`src/rtl/axi_stream_pkg.sv`:
```
// Shared types and constants for the AXI-Stream header insert/strip stages.
package axi_stream_pkg;
    typedef enum logic [1:0] {IDLE, FIRST, BODY, FLUSH} state_e;
    localparam int BYTE_W     = 8;
    localparam int BYTE_SHIFT = 3;  // log2(BYTE_W): byte count -> bit count
endpackage

```
`src/rtl/keep_popcount.sv`:
```
// Counts the set lanes of a keep vector; contiguity is not assumed.
module keep_popcount #(
    parameter int DATA_BYTE_WD = 4,
    parameter int CNT_WD       = $clog2(DATA_BYTE_WD) + 1
) (
    input  logic [DATA_BYTE_WD-1:0] keep_i,
    output logic [CNT_WD-1:0]       cnt_o
);
    always_comb begin
        cnt_o = '0;
        for (int i = 0; i < DATA_BYTE_WD; i++) begin
            cnt_o = cnt_o + CNT_WD'(keep_i[i]);
        end
    end
endmodule

```
`src/rtl/axi_stream_strip_header.sv`:
```
// Strips s leading bytes from each packet, re-packs the payload MSB-first and
// reports the stripped bytes on a one-cycle header sideband.
module axi_stream_strip_header
    import axi_stream_pkg::*;
#(
    parameter int DATA_WD      = 32,
    parameter int DATA_BYTE_WD = DATA_WD / 8,
    parameter int BYTE_CNT_WD  = $clog2(DATA_BYTE_WD)
) (
    input  logic                    clk,
    input  logic                    rst,
    input  logic                    valid_in,
    output logic                    ready_in,
    input  logic [DATA_WD-1:0]      data_in,
    input  logic [DATA_BYTE_WD-1:0] keep_in,
    input  logic                    last_in,
    output logic                    valid_out,
    input  logic                    ready_out,
    output logic [DATA_WD-1:0]      data_out,
    output logic [DATA_BYTE_WD-1:0] keep_out,
    output logic                    last_out,
    input  logic                    valid_strip,
    output logic                    ready_strip,
    input  logic [BYTE_CNT_WD:0]    byte_strip_cnt,
    output logic                    valid_hdr,
    output logic [DATA_WD-1:0]      data_hdr,
    output logic [DATA_BYTE_WD-1:0] keep_hdr,
    output logic                    err_short
);
    localparam int CW    = BYTE_CNT_WD + 1;
    localparam int SH_WD = BYTE_CNT_WD + 4;
    localparam logic [CW-1:0] W_C = CW'(DATA_BYTE_WD);

    function automatic logic [DATA_BYTE_WD-1:0] ones(input logic [CW-1:0] k);
        return ~({DATA_BYTE_WD{1'b1}} >> k);
    endfunction

    state_e                  state_q, state_d;
    logic [CW-1:0]           s_q, s_d, left_q, left_d;
    logic [DATA_WD-1:0]      res_q, res_d, dout_q, dout_d, dhdr_q, dhdr_d;
    logic [DATA_BYTE_WD-1:0] kout_q, kout_d, khdr_q, khdr_d;
    logic                    vout_q, vout_d, lout_q, lout_d;
    logic                    vhdr_q, vhdr_d, err_q, err_d;

    logic [CW-1:0]    n;
    logic [CW:0]      total;
    logic [SH_WD-1:0] sh_s, sh_r;
    logic             out_free, in_hs;

    keep_popcount #(.DATA_BYTE_WD(DATA_BYTE_WD), .CNT_WD(CW)) u_pop (
        .keep_i (keep_in),
        .cnt_o  (n)
    );

    // Shift amounts widened so that (W-s)*8 == DATA_WD for s=0 does not wrap.
    assign sh_s     = SH_WD'(s_q) << BYTE_SHIFT;
    assign sh_r     = SH_WD'(W_C - s_q) << BYTE_SHIFT;
    assign total    = (CW+1)'(W_C - s_q) + (CW+1)'(n);
    assign out_free = !vout_q || ready_out;
    assign in_hs    = valid_in && ready_in;

    always_comb begin
        state_d     = state_q;
        s_d         = s_q;
        left_d      = left_q;
        res_d       = res_q;
        vout_d      = vout_q && !ready_out;
        dout_d      = dout_q;
        kout_d      = kout_q;
        lout_d      = lout_q;
        vhdr_d      = 1'b0;
        dhdr_d      = dhdr_q;
        khdr_d      = khdr_q;
        err_d       = 1'b0;
        ready_in    = 1'b0;
        ready_strip = 1'b0;
        case (state_q)
            IDLE: begin
                ready_strip = 1'b1;
                if (valid_strip) begin
                    s_d     = (byte_strip_cnt >= W_C) ? W_C - 1'b1 : byte_strip_cnt;
                    state_d = FIRST;
                end
            end
            FIRST: begin
                ready_in = out_free;
                if (in_hs) begin
                    vhdr_d = 1'b1;
                    dhdr_d = data_in & ~({DATA_WD{1'b1}} >> sh_s);
                    khdr_d = ones(s_q);
                    res_d  = data_in << sh_s;
                    if (!last_in) begin
                        state_d = BODY;
                    end else if (n <= s_q) begin
                        err_d   = 1'b1;
                        state_d = IDLE;
                    end else begin
                        vout_d  = 1'b1;
                        dout_d  = data_in << sh_s;
                        kout_d  = ones(n - s_q);
                        lout_d  = 1'b1;
                        state_d = FLUSH;
                    end
                end
            end
            BODY: begin
                ready_in = out_free;
                if (in_hs) begin
                    vout_d = 1'b1;
                    dout_d = res_q | (data_in >> sh_r);
                    res_d  = data_in << sh_s;
                    kout_d = '1;
                    lout_d = 1'b0;
                    if (last_in) begin
                        state_d = FLUSH;
                        if (total <= (CW+1)'(DATA_BYTE_WD)) begin
                            kout_d = ones(total[CW-1:0]);
                            lout_d = 1'b1;
                        end else begin
                            left_d = n - s_q;
                        end
                    end
                end
            end
            FLUSH: begin
                // Holds until the packet's last beat is taken; loads the
                // leftover beat first if the last input beat overflowed.
                if (vout_q && lout_q) begin
                    if (ready_out) state_d = IDLE;
                end else if (out_free) begin
                    vout_d = 1'b1;
                    dout_d = res_q;
                    kout_d = ones(left_q);
                    lout_d = 1'b1;
                end
            end
            default: state_d = IDLE;
        endcase
    end

    always_ff @(posedge clk) begin
        if (rst) begin
            state_q <= IDLE;
            s_q     <= '0;
            left_q  <= '0;
            res_q   <= '0;
            vout_q  <= 1'b0;
            dout_q  <= '0;
            kout_q  <= '0;
            lout_q  <= 1'b0;
            vhdr_q  <= 1'b0;
            dhdr_q  <= '0;
            khdr_q  <= '0;
            err_q   <= 1'b0;
        end else begin
            state_q <= state_d;
            s_q     <= s_d;
            left_q  <= left_d;
            res_q   <= res_d;
            vout_q  <= vout_d;
            dout_q  <= dout_d;
            kout_q  <= kout_d;
            lout_q  <= lout_d;
            vhdr_q  <= vhdr_d;
            dhdr_q  <= dhdr_d;
            khdr_q  <= khdr_d;
            err_q   <= err_d;
        end
    end

    assign valid_out = vout_q;
    assign data_out  = dout_q;
    assign keep_out  = kout_q;
    assign last_out  = lout_q;
    assign valid_hdr = vhdr_q;
    assign data_hdr  = dhdr_q;
    assign keep_hdr  = khdr_q;
    assign err_short = err_q;
endmodule

```
`config.mk`:
```
export PLATFORM = sky130hd
export DESIGN_NAME = axi_stream_strip_header
export DESIGN_NICKNAME = d
export VERILOG_FILES = /design/src/rtl/axi_stream_pkg.sv /design/src/rtl/keep_popcount.sv /design/src/rtl/axi_stream_strip_header.sv
export SDC_FILE = /design/constraint.sdc
export NUM_CORES = 1
export LEC_CHECK = 0
export BUFFER_PORTS_ARGS = -buffer_cell sky130_fd_sc_hd__clkbuf_2
export CORE_ASPECT_RATIO = 0.6
export CORE_MARGIN = 2
export CORE_UTILIZATION = 50
export CTS_BUF_LIST = sky130_fd_sc_hd__clkbuf_2
export CTS_CLUSTER_SIZE = 16
export DETAILED_ROUTE_END_ITERATION = 10
export PLACE_DENSITY = 0.83
export SLEW_MARGIN = 25
export SYNTH_ARGS = -nofsm -noshare
export SYNTH_HDL_FRONTEND = slang
export SYNTH_HIERARCHICAL = 1
export SYNTH_SLANG_ARGS = --single-unit
```
`constraint.sdc`:
```
create_clock -name clk -period 3.5 [get_ports clk]
set_input_delay 0.525 -clock clk [delete_from_list [all_inputs] [get_ports clk]]
set_output_delay 0.525 -clock clk [all_outputs]
set_load 0.01 [all_outputs]
```
* Yosys cells after proc, flatten, opt, wreduce, memory -nomap -nowiden
Index checks and enable logic that the tools add are counted.
** Cells by class
- Shift-type cells :: 7
- Order comparisons :: 3
- Bitwise logic cells :: 11
- Reduce and logical (&&, ||, !) cells :: 17
- Mux-type cells :: 46
- Eq/ne operators :: 13
- Add/subtract/negate cells :: 7
** Operators with widths (count)
- $mux W32 :: 6
- $pmux W32 S3 :: 1
- $and A32 B32 Y32 :: 1
- $mux W4 :: 8
- $not A32 Y32 :: 1
- $or A32 B32 Y32 :: 1
- $shl A32 B6 Y32 :: 1
- $shr A32 B6 Y32 :: 1
- $shr A32 B6 Y32 const A :: 1
- $ne A2 B2 Y1 const B :: 10
- $mux W1 :: 18
- $mux W2 :: 8
- $not A4 Y4 :: 4
- $shr A4 B3 Y4 const A :: 4
- $pmux W4 S3 :: 1
- $pmux W2 S4 :: 1
- $reduce_and A7 Y1 :: 1
- $add A3 B1 Y3 :: 2
- $pmux W1 S3 :: 2
- $reduce_and A2 Y1 :: 3
- $reduce_and A6 Y1 :: 1
- $add A4 B3 Y4 :: 1
- $eq A2 B2 Y1 const B :: 2
- $le A4 B3 Y1 const B :: 1
- 17 further kinds :: 24
** Word-level totals
- Logic and storage cells :: 116
- Output and inout bits :: 78
- Register bits after elaboration :: 116

* Depth between registers and ports, before layout
- Word-level depth :: 10
- Depth in mapped cells :: 12
- Gate-level depth less buffers :: 12

* Cells and area by module
Netlist, hierarchy kept.
** Modules (own cells, without submodules)
- axi_stream_strip_header :: area an instance 6202.2 µm², cells each 731, times used 1, seq. area each 2322.2 µm²
- keep_popcount :: area an instance 45.0 µm², cells each 3, times used 1, seq. area each 0.0 µm²

* Worst setup path after synthesis
Ideal clock, no wire load.
- Kind :: in2reg
- From :: input port keep_in[0]
- To :: register kout_q[1], in the netlist keep_out[1]
- Cell stages on the path :: 11
- Path slack :: 0.207 ns
- Arrival :: 3.153 ns
- Data required time :: 3.360 ns
- Cell sequence :: ha_1 -> fa_1 -> ha_1 -> ha_1 -> ha_1 -> fa_1 -> nand2b_1 -> o21ai_0 -> nand2_1 -> a311oi_1 -> a211oi_1
** Between the ends
- Longest elaborated chain between the ends :: 10
- Elaborated cells between the ends (all ways) :: 20
** RTL lines
- from (decl) :: RTL line axi_stream_strip_header.sv:15 : input logic [DATA_BYTE_WD-1:0] keep_in,
- $add A1 B1 Y2 * :: RTL line keep_popcount.sv:12 : cnt_o = cnt_o + CNT_WD'(keep_i[i]);
- $add A3 B1 Y3 * (2 in a row) :: RTL line keep_popcount.sv:12
- via n[1] :: RTL line axi_stream_strip_header.sv:45 : logic [CW-1:0] n;
- parallel branches: the longest is 7 deep, another holds $add A4 B3 Y4
- to (signal assigned) :: RTL line axi_stream_strip_header.sv:162 : kout_q <= kout_d;
- to (decl) :: RTL line axi_stream_strip_header.sv:41 : logic [DATA_BYTE_WD-1:0] kout_q, kout_d, khdr_q, khdr_d;
Mark *: on every way through the listed nets, which the timed path passes. The select of a mux whose other input is x is not followed.
A chain may end at the register's enable or synchronous reset.

* Final worst setup path
Same ends and word-level chain as after synthesis.

==> impl_metrics.json <==
{
  "clock.fmax_mhz": 337,
  "cp_slowest_cell": "fa_1",
  "synth_flop_cell": "dfxtp_1",
  "yosys.area.top_type": "dfxtp_1",
  "yosysSeqAreaShare_pct": 37.2,
  "arrival_ns": 3.55,
  "path_class": "in2reg",
  "outcome": "finished, final reports clean",
  "clock-sinks": 116,
  "fill_cells": 1104,
  "drt_iter0_markers": 821,
  "hold_buffers": 0,
  "cp_max_fo": 3,
  "port_buffers": 122,
  "powerDensity_nw_per_um2": 689,
  "tightest_slew_ns": 0.855,
  "grt_pass1_wl_mm": 30.9,
  "ff2ff_path_depth": 9,
  "crit_path_start_kind": "input pin",
  "fin_crit_sh_pct": 84.7,
  "rows": 31,
  "cts.htree.levels": 4,
  "gp_congestion": 0.946,
  "drv_cap": 0,
  "ir_worst_vdd_mv": 0.300,
  "slew_violations": 0,
  "path_cells": "clkbuf_2 > ha_1 > fa_1 > ha_1 > ha_1 > ha_1 > fa_1 > nand2b_1 > o21ai_0 > nand2_1 > a311oi_1 > a211oi_1",
  "crit_top_cell": "ha_1",
  "synth.net_count": 799,
  "cts_buffers": 17,
  "drt-total-wl_mm": 19.7,
  "dp_cells": 977,
  "core_um2": 12100,
  "power.leakage_nw": 2.76,
  "min_period_ns": 2.96,
  "post_cts_buffers": 0,
  "ys_seq_elements": 116,
  "clock_path_buffers": 2,
  "setup_tns_ns": 0,
  "finalWorstSetupSlack_ns": 0.535,
  "synthDistinctLibCells": 57,
  "fin_worst_skew_ns": 0.0234,
  "synth_top_area_share_pct": 37.2,
  "ios": 123,
  "min_path_type": "in2reg",
  "clk_latency_ns": 0.70,
  "antenna_cells": 0,
  "final_cell_mix": "clkbuf_2, a21oi_1, dfxtp_1, nand2_1, nor2_1",
  "via_per_inst": 6.20,
  "critical_path_buf_inv_count": 1,
  "ctsResizeCount": 0,
  "hold_viol": 0,
  "die_x_um": 148,
  "drt-pass1-iter-count": 6,
  "antenna_found_initial": 0,
  "syn_to_final_growth_pct": 14.1,
  "clk_pin_slew_worst_paths_ns": 0.18,
  "crit_family": "adder cells",
  "slowest_delay_ns": 0.47,
  "wire_per_inst_um": 19.5,
  "synth_edf_count": 0,
  "relSlewSlack_pct": 43.0,
  "yosys_warnings": 6,
  "cts_root_buf": "clkbuf_2",
  "rsz0062_at_grt": "false",
  "dp_hpwl_mm": 13.9,
  "grt_usage_pct": 29.3,
  "syn_inst": 734,
  "grt_max_degree": 61,
  "drive_above_1_share_pct": 25.5,
  "hold_depth": 3,
  "dpl_cell_area_um2": 6870,
  "avgSynthCellArea_um2": 8.51,
  "r2r_start": "s_q[1]$_SDFFE_PP0P_",
  "place_ws_ns": -0.191,
  "grt_overflow": 0,
  "cp.depth": 12,
  "async_flop_share_pct": 0,
  "finalSetupViolations": 0,
  "stdcell_area_um2": 7130,
  "min_from": "data_in[0]",
  "die-height_um": 90.6,
  "critPathLaunch": "keep_in[0]",
  "num_vias": 6266,
  "ant_nets": 0,
  "drc": 0,
  "critPathCaptureType": "flip-flop",
  "yosys-top-cells-area": "dfxtp_1, a21oi_1, mux2i_1, nand2_1, a211oi_1",
  "final_cells": 1011,
  "first_global_vias": 5532,
  "crit_required_ns": 4.08,
  "die_area_um2": 13400,
  "initial_utilization_pct": 51.5,
  "nets": 898,
  "final_common_cell": "clkbuf_2",
  "synth_area_um2": 6250,
  "cts_tree": "built"
}
[worst register-to-register path, stage by stage, from the launching register on]
cell and delay [ns]:
dfxtp_1 0.35, inv_1 0.28, ha_1 0.33, ha_1 0.23, fa_1 0.47, nand2b_1 0.15
o21ai_0 0.25, nand2_1 0.13, a311oi_1 0.27, a211oi_1 0.10
[kinds of logic (layout without fill, tap and decap cells)]
logic type	count (synthesis)	in the layout	synth area share, %
AO/OA/AOI/OAI	244	244	26.9
AND/OR/NAND/NOR	235	235	18.0
flip-flops	116	116	37.2
buffers and inverters	76	188	6.51
multiplexers	41	41	6.65
adder cells (fa/ha/maj)	20	20	4.49
XOR/XNOR	2	2	0.280
[worst paths after layout]
kind | endpoint | slack [ns]
min | data_hdr[0]$_SDFFE_PP0P_ | 0.12
max reg2reg | keep_out[1]$_SDFFE_PP0P_ | 0.82
min reg2reg | data_hdr[22]$_SDFFE_PP0P_ | 0.46
max | keep_out[1]$_SDFFE_PP0P_ | 0.54
[cells in the mapped netlist, types with 10 or more instances]
| library cell | number |
|---|---|
| buf_6 | 10 |
| buf_2 | 22 |
| a311oi_2 | 13 |
| mux2i_1 | 37 |
| inv_1 | 13 |
| o22a_1 | 11 |
| nor3_1 | 20 |
| clkbuf_1 | 25 |
| or3_1 | 11 |
| a221oi_1 | 10 |
| dfxtp_1 | 116 |
| nor2_1 | 53 |
| nand3_1 | 28 |
| a21oi_1 | 124 |
| ha_1 | 16 |
| a211oi_1 | 41 |
| nand2_1 | 83 |
[routing by layer]
metal	GRT usage, %	part of all wire, %	vias to the layer above
met5	0	0	-
met1	43.1	43	2941
met2	40.0	41	395
met3	9.95	14	53
li1	-	-	2877
met4	8.57	1.8	0
[sequential cells by signal, summed over array words and instances, names as in the netlist, named ones only]
signal     count
err_short      1
left_q         3
data_hdr      32
res_q         32
state_q        1
data_out      32
valid_hdr      1
last_out       1
keep_out       4
s_q            3
keep_hdr       4
valid_out      1
[through the flow]
| stage | hold WS, ns | total power [mW] | util [%] |
|---|---|---|---|
| finish | 0.120 | 4.91 | 58.7 |
| global placement | 0.439 | 3.92 | 56.6 |
| global route | 0.0831 | 5.21 | 58.7 |
| detailed placement | 0.445 | 3.98 | 56.6 |
| floorplan | 0.432 | 3.35 | - |
| CTS | 0.0978 | 4.81 | 58.4 |
[final cells by class]
type	instances	area [um^2]	share of cell area [%]
tap	165	206	2.90
clock inverter	11	111	1.56
inverter	13	48.8	0.685
multi-input combinational	542	3520	49.4
sequential	116	2320	32.6
clock buffer	21	105	1.47
timing repair buffer	143	811	11.4
[report_power, final]
group          total [mW]  switching (mW)  leakage [nW]  internal (mW)
Sequential           1.79           0.190         0.944           1.60
Combinational        2.27            1.39          1.66          0.874
Clock               0.852           0.521         0.147          0.331
Total                4.91            2.10          2.76           2.80
(Power assumes the default switching activity.)
